$ cat src/rtl/l2_mem_side_intf_pkg.sv
// Message encodings shared by the L2 and the memory-side interface.
// Constants only; no logic, latency or backpressure of its own.
package l2_mem_side_intf_pkg;

    localparam int MSG_ENC_BITS = 4;

    localparam logic [MSG_ENC_BITS-1:0] NO_REQ    = 4'd0;
    localparam logic [MSG_ENC_BITS-1:0] R_REQ     = 4'd1;
    localparam logic [MSG_ENC_BITS-1:0] RFO_BCAST = 4'd2;
    localparam logic [MSG_ENC_BITS-1:0] WB_REQ    = 4'd3;
    localparam logic [MSG_ENC_BITS-1:0] C_FLUSH   = 4'd4;
    localparam logic [MSG_ENC_BITS-1:0] REQ_FLUSH = 4'd5;
    localparam logic [MSG_ENC_BITS-1:0] MEM_RESP  = 4'd6;

endpackage

$ cat src/rtl/l2_mem_side_intf.sv
// Bridges L2 line requests and external flushes to a single-outstanding memory port.
// Latency: request enters memory port one cycle after acceptance; read response after data return + 1.
// Backpressure: mem_req_valid/payload held until mem_req_ready; hierarchy honours mem_intf_busy.
module l2_mem_side_intf
    import l2_mem_side_intf_pkg::*;
#(
    parameter int DATA_WIDTH   = 32,
    parameter int ADDRESS_BITS = 32,
    parameter int MSG_BITS     = 4,
    parameter int OFFSET_BITS  = 2,
    parameter int LINE_WIDTH   = (1 << OFFSET_BITS) * DATA_WIDTH
) (
    input  logic                    clock,
    input  logic                    reset,
    input  logic [MSG_BITS-1:0]     cachehier2mem_msg,
    input  logic [ADDRESS_BITS-1:0] cachehier2mem_address,
    input  logic [LINE_WIDTH-1:0]   cachehier2mem_data,
    output logic [MSG_BITS-1:0]     mem2cachehier_msg,
    output logic [ADDRESS_BITS-1:0] mem2cachehier_address,
    output logic [LINE_WIDTH-1:0]   mem2cachehier_data,
    output logic                    mem_intf_busy,
    output logic [ADDRESS_BITS-1:0] mem_intf_address,
    output logic                    mem_intf_address_valid,
    input  logic                    flush_req,
    input  logic [ADDRESS_BITS-1:0] flush_address,
    output logic                    flush_done,
    output logic                    mem_req_valid,
    output logic                    mem_req_write,
    output logic [ADDRESS_BITS-1:0] mem_req_address,
    output logic [LINE_WIDTH-1:0]   mem_req_data,
    input  logic                    mem_req_ready,
    input  logic                    mem_resp_valid,
    input  logic [LINE_WIDTH-1:0]   mem_resp_data
);

    localparam logic [2:0] IDLE    = 3'd0;
    localparam logic [2:0] RD_REQ  = 3'd1;
    localparam logic [2:0] RD_WAIT = 3'd2;
    localparam logic [2:0] RESPOND = 3'd3;
    localparam logic [2:0] WR_REQ  = 3'd4;
    localparam logic [2:0] FL_CMD  = 3'd5;
    localparam logic [2:0] FL_WAIT = 3'd6;

    localparam logic [MSG_BITS-1:0] M_NO_REQ    = MSG_BITS'(NO_REQ);
    localparam logic [MSG_BITS-1:0] M_R_REQ     = MSG_BITS'(R_REQ);
    localparam logic [MSG_BITS-1:0] M_RFO_BCAST = MSG_BITS'(RFO_BCAST);
    localparam logic [MSG_BITS-1:0] M_WB_REQ    = MSG_BITS'(WB_REQ);
    localparam logic [MSG_BITS-1:0] M_C_FLUSH   = MSG_BITS'(C_FLUSH);
    localparam logic [MSG_BITS-1:0] M_REQ_FLUSH = MSG_BITS'(REQ_FLUSH);
    localparam logic [MSG_BITS-1:0] M_MEM_RESP  = MSG_BITS'(MEM_RESP);

    logic [2:0]              state;
    logic [ADDRESS_BITS-1:0] addr_reg;
    logic [LINE_WIDTH-1:0]   data_reg;
    logic                    from_flush;

    always_ff @(posedge clock or posedge reset) begin
        if (reset) begin
            state      <= IDLE;
            addr_reg   <= '0;
            data_reg   <= '0;
            from_flush <= 1'b0;
        end else begin
            case (state)
                IDLE: begin
                    // Hierarchy traffic wins over an external flush in the same cycle.
                    if (cachehier2mem_msg == M_R_REQ || cachehier2mem_msg == M_RFO_BCAST) begin
                        addr_reg <= cachehier2mem_address;
                        state    <= RD_REQ;
                    end else if (cachehier2mem_msg == M_WB_REQ || cachehier2mem_msg == M_C_FLUSH) begin
                        addr_reg   <= cachehier2mem_address;
                        data_reg   <= cachehier2mem_data;
                        from_flush <= 1'b0;
                        state      <= WR_REQ;
                    end else if (flush_req) begin
                        addr_reg <= flush_address;
                        state    <= FL_CMD;
                    end
                end
                RD_REQ:  if (mem_req_ready) state <= RD_WAIT;
                RD_WAIT: begin
                    if (mem_resp_valid) begin
                        data_reg <= mem_resp_data;
                        state    <= RESPOND;
                    end
                end
                RESPOND: state <= IDLE;
                WR_REQ: begin
                    if (mem_req_ready) begin
                        from_flush <= 1'b0;
                        state      <= IDLE;
                    end
                end
                FL_CMD:  state <= FL_WAIT;
                FL_WAIT: begin
                    if (cachehier2mem_msg == M_C_FLUSH && cachehier2mem_address == addr_reg) begin
                        data_reg   <= cachehier2mem_data;
                        from_flush <= 1'b1;
                        state      <= WR_REQ;
                    end
                end
                default: state <= IDLE;
            endcase
        end
    end

    always_comb begin
        mem2cachehier_msg     = M_NO_REQ;
        mem2cachehier_address = '0;
        mem2cachehier_data    = '0;
        mem_req_valid         = 1'b0;
        mem_req_write         = 1'b0;
        mem_req_address       = '0;
        mem_req_data          = '0;
        flush_done            = 1'b0;
        case (state)
            RESPOND: begin
                mem2cachehier_msg     = M_MEM_RESP;
                mem2cachehier_address = addr_reg;
                mem2cachehier_data    = data_reg;
            end
            FL_CMD: begin
                mem2cachehier_msg     = M_REQ_FLUSH;
                mem2cachehier_address = addr_reg;
            end
            RD_REQ: begin
                mem_req_valid   = 1'b1;
                mem_req_address = addr_reg;
            end
            WR_REQ: begin
                mem_req_valid   = 1'b1;
                mem_req_write   = 1'b1;
                mem_req_address = addr_reg;
                mem_req_data    = data_reg;
                flush_done      = from_flush && mem_req_ready;
            end
            default: ;
        endcase
    end

    assign mem_intf_busy          = (state != IDLE);
    assign mem_intf_address_valid = (state != IDLE);
    assign mem_intf_address       = addr_reg;

endmodule

$ cat config.mk
export PLATFORM = sky130hd
export DESIGN_NAME = l2_mem_side_intf
export DESIGN_NICKNAME = d
export VERILOG_FILES = /design/src/rtl/l2_mem_side_intf_pkg.sv /design/src/rtl/l2_mem_side_intf.sv
export SDC_FILE = /design/constraint.sdc
export NUM_CORES = 1
export LEC_CHECK = 0
export BUFFER_PORTS_ARGS = -buffer_cell sky130_fd_sc_hd__buf_2
export CORE_AREA = 2 2 271 273
export DETAILED_ROUTE_END_ITERATION = 10
export DIE_AREA = 0 0 273 275
export HOLD_SLACK_MARGIN = 0.02
export PLACE_DENSITY = 0.49
export SETUP_SLACK_MARGIN = 0.05
export SYNTH_ARGS = -nofsm -noshare
export SYNTH_HDL_FRONTEND = slang
export SYNTH_SLANG_ARGS = --single-unit
$ cat constraint.sdc
create_clock -name clock -period 5.8 [get_ports clock]
set_clock_uncertainty 0.2 [all_clocks]
set_input_delay 1.16 -clock clock [delete_from_list [all_inputs] [get_ports clock]]
set_output_delay 1.16 -clock clock [all_outputs]
set_load 0.01 [all_outputs]
# --- Word-level counts from Yosys, hierarchy flattened ---
# Index checks and enable logic that the tools add are counted.
classes:
  div_mod_pow: 0
  shift: 0
  bitwise: 0
  n_addsub: 0
  multipliers: 0
  n_reduce_logical: 15
  eq_ne: 18
  mux: 29
  n_lt_le_gt_ge: 0
op_table:
  columns: ["cell", "n"]
  rows:
  - ["two-way mux 128 bit", 6]
  - ["one-hot mux 128 bit (3 select lines)", 1]
  - ["two-way mux 32 bit", 5]
  - ["equality test 32 bit", 1]
  - ["two-way mux 3 bit", 7]
  - ["one-hot mux 3 bit (6 select lines)", 1]
  - ["AND reduction 5 bit", 3]
  - ["inequality test 2 bit, second input constant", 6]
  - ["nonzero test 3 bit", 4]
  - ["equality test 3 bit, second input constant", 3]
  - ["equality test 4 x 2 -> 1 bit, second input constant", 2]
  - ["two-way mux 1 bit", 7]
  - ["equality test 3 x 2 -> 1 bit, second input constant", 2]
  - ["one-hot mux 3 bit (2 select lines)", 1]
  - ["equality test 4 x 1 -> 1 bit, second input constant", 1]
  - ["equality test 4 x 3 -> 1 bit, second input constant", 1]
  - ["inequality test 4 bit, second input constant", 1]
  - ["OR reduction 2 bit", 2]
  - ["equality test 3 x 1 -> 1 bit, second input constant", 1]
  - ["zero test 3 bit", 1]
  - ["one-hot mux 1 bit (3 select lines)", 1]
  - ["logical AND 1 bit", 2]
  - ["logical OR 1 bit", 2]
  - ["AND reduction 2 bit", 1]
totals:
  out_inout_bits: 361
  memories: 0
  latchBits: 0
  regBits: 164
  mem_bits_ro: 0
  ram_bits: 0

# --- Longest topological paths before layout ---
logic_depth:
  word_depth: 5
  ltp_mapped: 8

# --- Worst setup path after synthesis ---
# Ideal clock, no wire load.
synth_timing:
  path_kind: "input port to flip-flop"
  start: "in cachehier2mem_msg[3]"
  end: "reg data_reg[14]"
  arrival_time_ps: 2691
  required_ps: 5469
  slack_ps: 2778
  setup_ps: 131
  path_stages: 7
  cell_sequence: "or4b_4 a21o_1 and2_4 buf_6 buf_2 a221oi_1 nand3_1"
synth_between:
  elab_chain_len: 4
  elab_cells_between_ends: 11
  cone_classes: "7 x eq/ne; 4 x reduce/logical"
synth_rtl:
  columns: ["element", "line", "source"]
  rows:
  - ["from (decl)", "l2_mem_side_intf.sv:15", "input logic [MSG_BITS-1:0] cachehier2mem_msg,"]
  - ["equality test 4 x 3 -> 1 bit, or another cell as far along", "l2_mem_side_intf.sv:70, l2_mem_side_intf.sv:96", null]
  - ["logical AND 1 bit, or another cell as far along", "l2_mem_side_intf.sv:96", "if (cachehier2mem_msg == M_C_FLUSH && cachehier2mem_address == addr_reg) begin"]
  - ["inequality test 2 bit (no source line)", null, null]
  - ["AND reduction 5 bit (no source line) *", null, null]
  - ["to (signal assigned)", "l2_mem_side_intf.sv:72", "data_reg <= cachehier2mem_data;"]
  - ["to (signal assigned)", "l2_mem_side_intf.sv:83", "data_reg <= mem_resp_data;"]
  - ["to (signal assigned)", "l2_mem_side_intf.sv:97", "data_reg <= cachehier2mem_data;"]
  - ["to (decl)", "l2_mem_side_intf.sv:54", "logic [LINE_WIDTH-1:0] data_reg;"]
# Mark *: on every way between the ends. The rest lies on a longest branch, timed or not.
# A chain may end at the register's enable or synchronous reset.

# --- Worst setup path after layout ---
layout_timing:
  start: "reg state[2]"
  end: "out mem2cachehier_data[19]"
layout_between:
  elab_chain_len: 2
layout_rtl:
  columns: ["element", "line", "source"]
  rows:
  - ["from (decl)", "l2_mem_side_intf.sv:52", "logic [2:0] state;"]
  - ["from (signal assigned)", "l2_mem_side_intf.sv:59", "state <= IDLE;"]
  - ["from (signal assigned)", "l2_mem_side_intf.sv:69", "state <= RD_REQ;"]
  - ["from (signal assigned)", "l2_mem_side_intf.sv:74", "state <= WR_REQ;"]
  - ["equality test 3 x 2 -> 1 bit", "l2_mem_side_intf.sv:116", "case (state)"]
  - ["two-way mux 128 bit", "l2_mem_side_intf.sv:116", null]
  - ["to (decl)", "l2_mem_side_intf.sv:20", "output logic [LINE_WIDTH-1:0] mem2cachehier_data,"]
# No other way between the ends.

==> flow_results.xml <==
<?xml version="1.0" encoding="UTF-8"?>
<metrics>
  <group name="final_layout">
    <metric name="final_cell_mix" unit="">688 x buf_2, 289 x and2_1, 162 x dfrtp_1</metric>
    <metric name="layout.cells.most_common" unit="">buf_2</metric>
    <metric name="num_antenna_cells" unit="">0</metric>
    <metric name="layout-drive-gt1-share" unit="">0.314</metric>
    <metric name="multi_input_comb_area" unit="um2">10300</metric>
    <metric name="regArea" unit="um2">4110</metric>
    <metric name="final_nets" unit="">2769</metric>
    <metric name="largest_register_ff_count" unit="">128</metric>
    <metric name="fillCellCount" unit="">7894</metric>
    <metric name="final_non_filler_cell_total" unit="">3412</metric>
    <metric name="area_growth_syn_to_layout" unit="%">29.5</metric>
  </group>
  <group name="sta">
    <metric name="finalCriticalPeriod" unit="ns">4.28</metric>
    <metric name="final.hold.worst_slack" unit="ns">0.377</metric>
    <metric name="setup_viol_count_final" unit="">0</metric>
    <metric name="finalSetupTns" unit="ns">0</metric>
    <metric name="max_freq" unit="MHz">234</metric>
    <metric name="slew_viol_final" unit="">0</metric>
    <metric name="fin_ws" unit="ns">1.52</metric>
    <metric name="max-slew-margin-rel" unit="">0.231</metric>
    <metric name="pin_slew_with_the_least_headroom_to_its_limit" unit="ns">1.15</metric>
    <metric name="report.final.hold_viol_count" unit="">0</metric>
    <metric name="rsz0062_at_grt" unit="">no</metric>
    <metric name="fin_crit_share" unit="">0.737</metric>
  </group>
  <group name="detailed_routing">
    <metric name="drt-pass1-iter-count" unit="">5</metric>
    <metric name="drt_wl_total" unit="um">72200</metric>
    <metric name="ant_nets" unit="">0</metric>
    <metric name="drt_drc_violations_left" unit="">0</metric>
    <metric name="route.detailed.wl_per_inst" unit="um">21.2</metric>
    <metric name="dr_total_vias" unit="">17700</metric>
    <metric name="routed_via_density" unit="">5.18</metric>
    <metric name="drt-initial-drc-count" unit="">1435</metric>
  </group>
  <group name="power_and_ir_drop">
    <metric name="cellPowerDensity" unit="nW/um2">486</metric>
    <metric name="ir_drop" unit="mV">0.370</metric>
    <metric name="post-layout-total-power" unit="mW">9.73</metric>
    <metric name="power_leakage" unit="nW">9.47</metric>
  </group>
  <group name="clock_tree">
    <metric name="cts-htree-levels" unit="">4</metric>
    <metric name="clock_latency_of_the_later_clocked_register_in_the_worst_skew_pair" unit="ns">0.49</metric>
    <metric name="cts_buffer_depth" unit="">2</metric>
    <metric name="numCtsBuffers" unit="">17</metric>
    <metric name="cts_tree" unit="">built</metric>
    <metric name="cts.repair_timing.setup_buffer_count" unit="">0</metric>
    <metric name="cts.hold.buffers_added" unit="">0</metric>
    <metric name="cts_repair_resize_count" unit="">0</metric>
    <metric name="clock_pin_slew_worst_setup_and_hold_paths" unit="ns">0.08</metric>
    <metric name="clock_sinks" unit="">164</metric>
    <metric name="cts.root.buffer_cell" unit="">clkbuf_16</metric>
  </group>
  <group name="worst_setup_path">
    <metric name="worst_ep_arrival_time" unit="ns">2.92</metric>
    <metric name="cp.required" unit="ns">4.44</metric>
    <metric name="crit_fanout" unit="">60</metric>
    <metric name="endpoint_kind" unit="">primary output</metric>
    <metric name="path_class" unit="">register to primary output</metric>
    <metric name="crit_path_start_kind" unit="">register</metric>
  </group>
  <group name="place">
    <metric name="placed_cells" unit="">3380</metric>
    <metric name="io_buffers" unit="">688</metric>
    <metric name="detailedPlace.worstSlack" unit="ns">1.82</metric>
    <metric name="gpl.final_weighted_congestion" unit="">0.834</metric>
    <metric name="dp_hpwl" unit="um">46500</metric>
  </group>
  <group name="global_route">
    <metric name="grt_util_all_layers" unit="">0.182</metric>
    <metric name="grt_antenna_before_repair" unit="">0</metric>
    <metric name="via_count_of_the_first_global_routing_pass" unit="">16400</metric>
    <metric name="globalRouteOverflowTotal" unit="">0</metric>
    <metric name="grt_first_pass_wirelength" unit="um">107000</metric>
    <metric name="grt_start_max_net_pins" unit="">171</metric>
  </group>
  <group name="job">
    <metric name="max_cap_viol_count" unit="">0</metric>
  </group>
  <group name="logic_synthesis">
    <metric name="synthFlopType" unit="">dfrtp_1</metric>
    <metric name="synth_simple_gate_area_frac" unit="">0.299</metric>
    <metric name="post_synth_xor_area_fraction" unit="">0.0193</metric>
    <metric name="postSynth.asyncResetShare" unit="">1.00</metric>
    <metric name="synth-seq-cells" unit="">164</metric>
    <metric name="synth.cell_area" unit="um2">15400</metric>
    <metric name="synth-compound-area-share" unit="">0.236</metric>
    <metric name="synth.area.top_cells" unit="">dfrtp_1 27%, and2_1 12%, mux2i_1 10%</metric>
    <metric name="post_synth_fa_ha_maj_area_fraction" unit="">0</metric>
    <metric name="yosys.area.top_type" unit="">dfrtp_1</metric>
    <metric name="synth_top_area_frac" unit="">0.266</metric>
    <metric name="synthMuxAreaShare" unit="">0.104</metric>
    <metric name="syn_area_per_cell" unit="um2">7.86</metric>
    <metric name="synth_cell_type_count" unit="">42</metric>
    <metric name="synth_edf_count" unit="">0</metric>
    <metric name="synth.net_count" unit="">2295</metric>
    <metric name="synth-warning-count" unit="">0</metric>
    <metric name="seq_area_frac_synth" unit="">0.266</metric>
    <metric name="synth_top_family_by_area" unit="">simple AND/OR/NAND/NOR gates</metric>
    <metric name="synthCells" unit="">1966</metric>
  </group>
  <group name="floorplan">
    <metric name="die_width" unit="um">273</metric>
    <metric name="rows" unit="">99</metric>
    <metric name="top_level_ports" unit="">690</metric>
    <metric name="floorplan.die.height" unit="um">275</metric>
    <metric name="die_area" unit="um2">75100</metric>
    <metric name="initial_utilization" unit="">0.214</metric>
    <metric name="core" unit="um2">72300</metric>
  </group>
  <group name="min_path">
    <metric name="holdCritPathClass" unit="">register to register</metric>
  </group>
  <group name="run_status">
    <metric name="status" unit="">complete, no violations</metric>
  </group>
</metrics>
-- worst paths after layout --
| path | startpoint | endpoint | slack, ns | depth (start not counted) |
|---|---|---|---|---|
| setup reg to reg | state[2] | data_reg[30] | 2.40 | 7 |
| min in group asynchronous | reset | data_reg[3] | 0.55 | 2 |
| max in group asynchronous | reset | data_reg[49] | 3.69 | 3 |
| hold / removal | from_flush | from_flush | 0.38 | 2 |
| hold reg to reg | from_flush | from_flush | 0.38 | 2 |
| setup / recovery | state[2] | mem2cachehier_data[19] | 1.52 | 4 |
-- synth_stat cells (2+ instances only) --
cell type  instances
and2_1           290
clkbuf_1         196
dfrtp_1          164
and3_1           162
mux2i_1          160
a21oi_1          131
nand4_1          131
a211oi_1         129
nand3_1          129
a221oi_1         128
o21ai_0           85
o21ai_1           83
buf_2             42
nand2_1           33
xor2_1            25
buf_6             14
buf_1              9
xnor2_1            9
nor2_1             7
nor3_1             4
nor4_1             4
buf_4              3
nor2b_1            3
a31oi_1            2
and3b_1            2
inv_1              2
nor3b_1            2
o21a_1             2
o31ai_1            2
-- metrics by stage --
stage / instance area [um2] / utilization
after CTS: 20000 / 0.277
after floorplan: 15500 / -
final: 20000 / 0.277
after global placement: 19400 / 0.269
after detailed placement: 19400 / 0.269
after global routing: 20000 / 0.277
-- metal layers --
metal	vias up	GRT usage	wire (um)
met3	44	0.0230	3910
met2	722	0.299	34600
met1	8578	0.253	32900
li1	8346	-	-
met5	-	0	0
met4	0	0.0460	764
-- worst max-delay path: stages (launching register included) --
cell     delay [ns]
dfrtp_4        0.68
and3b_4        0.90
buf_4          0.44
and2_1         0.23
buf_2          0.15
-- where the power goes --
group / internal [mW] / total, mW / switching [mW]
Sequential: 1.76 / 2.57 / 0.813
Clock: 0.608 / 1.20 / 0.595
Combinational: 2.50 / 5.95 / 3.45
Total: 4.87 / 9.73 / 4.86
-- layout make-up --
class	count	share of cell area
clock buffers	19	0.0221
clock inverters	13	0.00607
inverters	2	0.000563
multi-input cells	1535	0.513
flip-flops and latches	164	0.205
well taps	959	0.0600
repair buffers	720	0.193
-- logic make-up after synthesis --
logic type	after synthesis
multiplexers	160
other	1
AND/OR/NAND/NOR	775
flip-flops	164
XOR/XNOR	34
buffers and inverters	267
AO/OA/AOI/OAI	565
No activity file was read; power rests on OpenSTA's default activity.
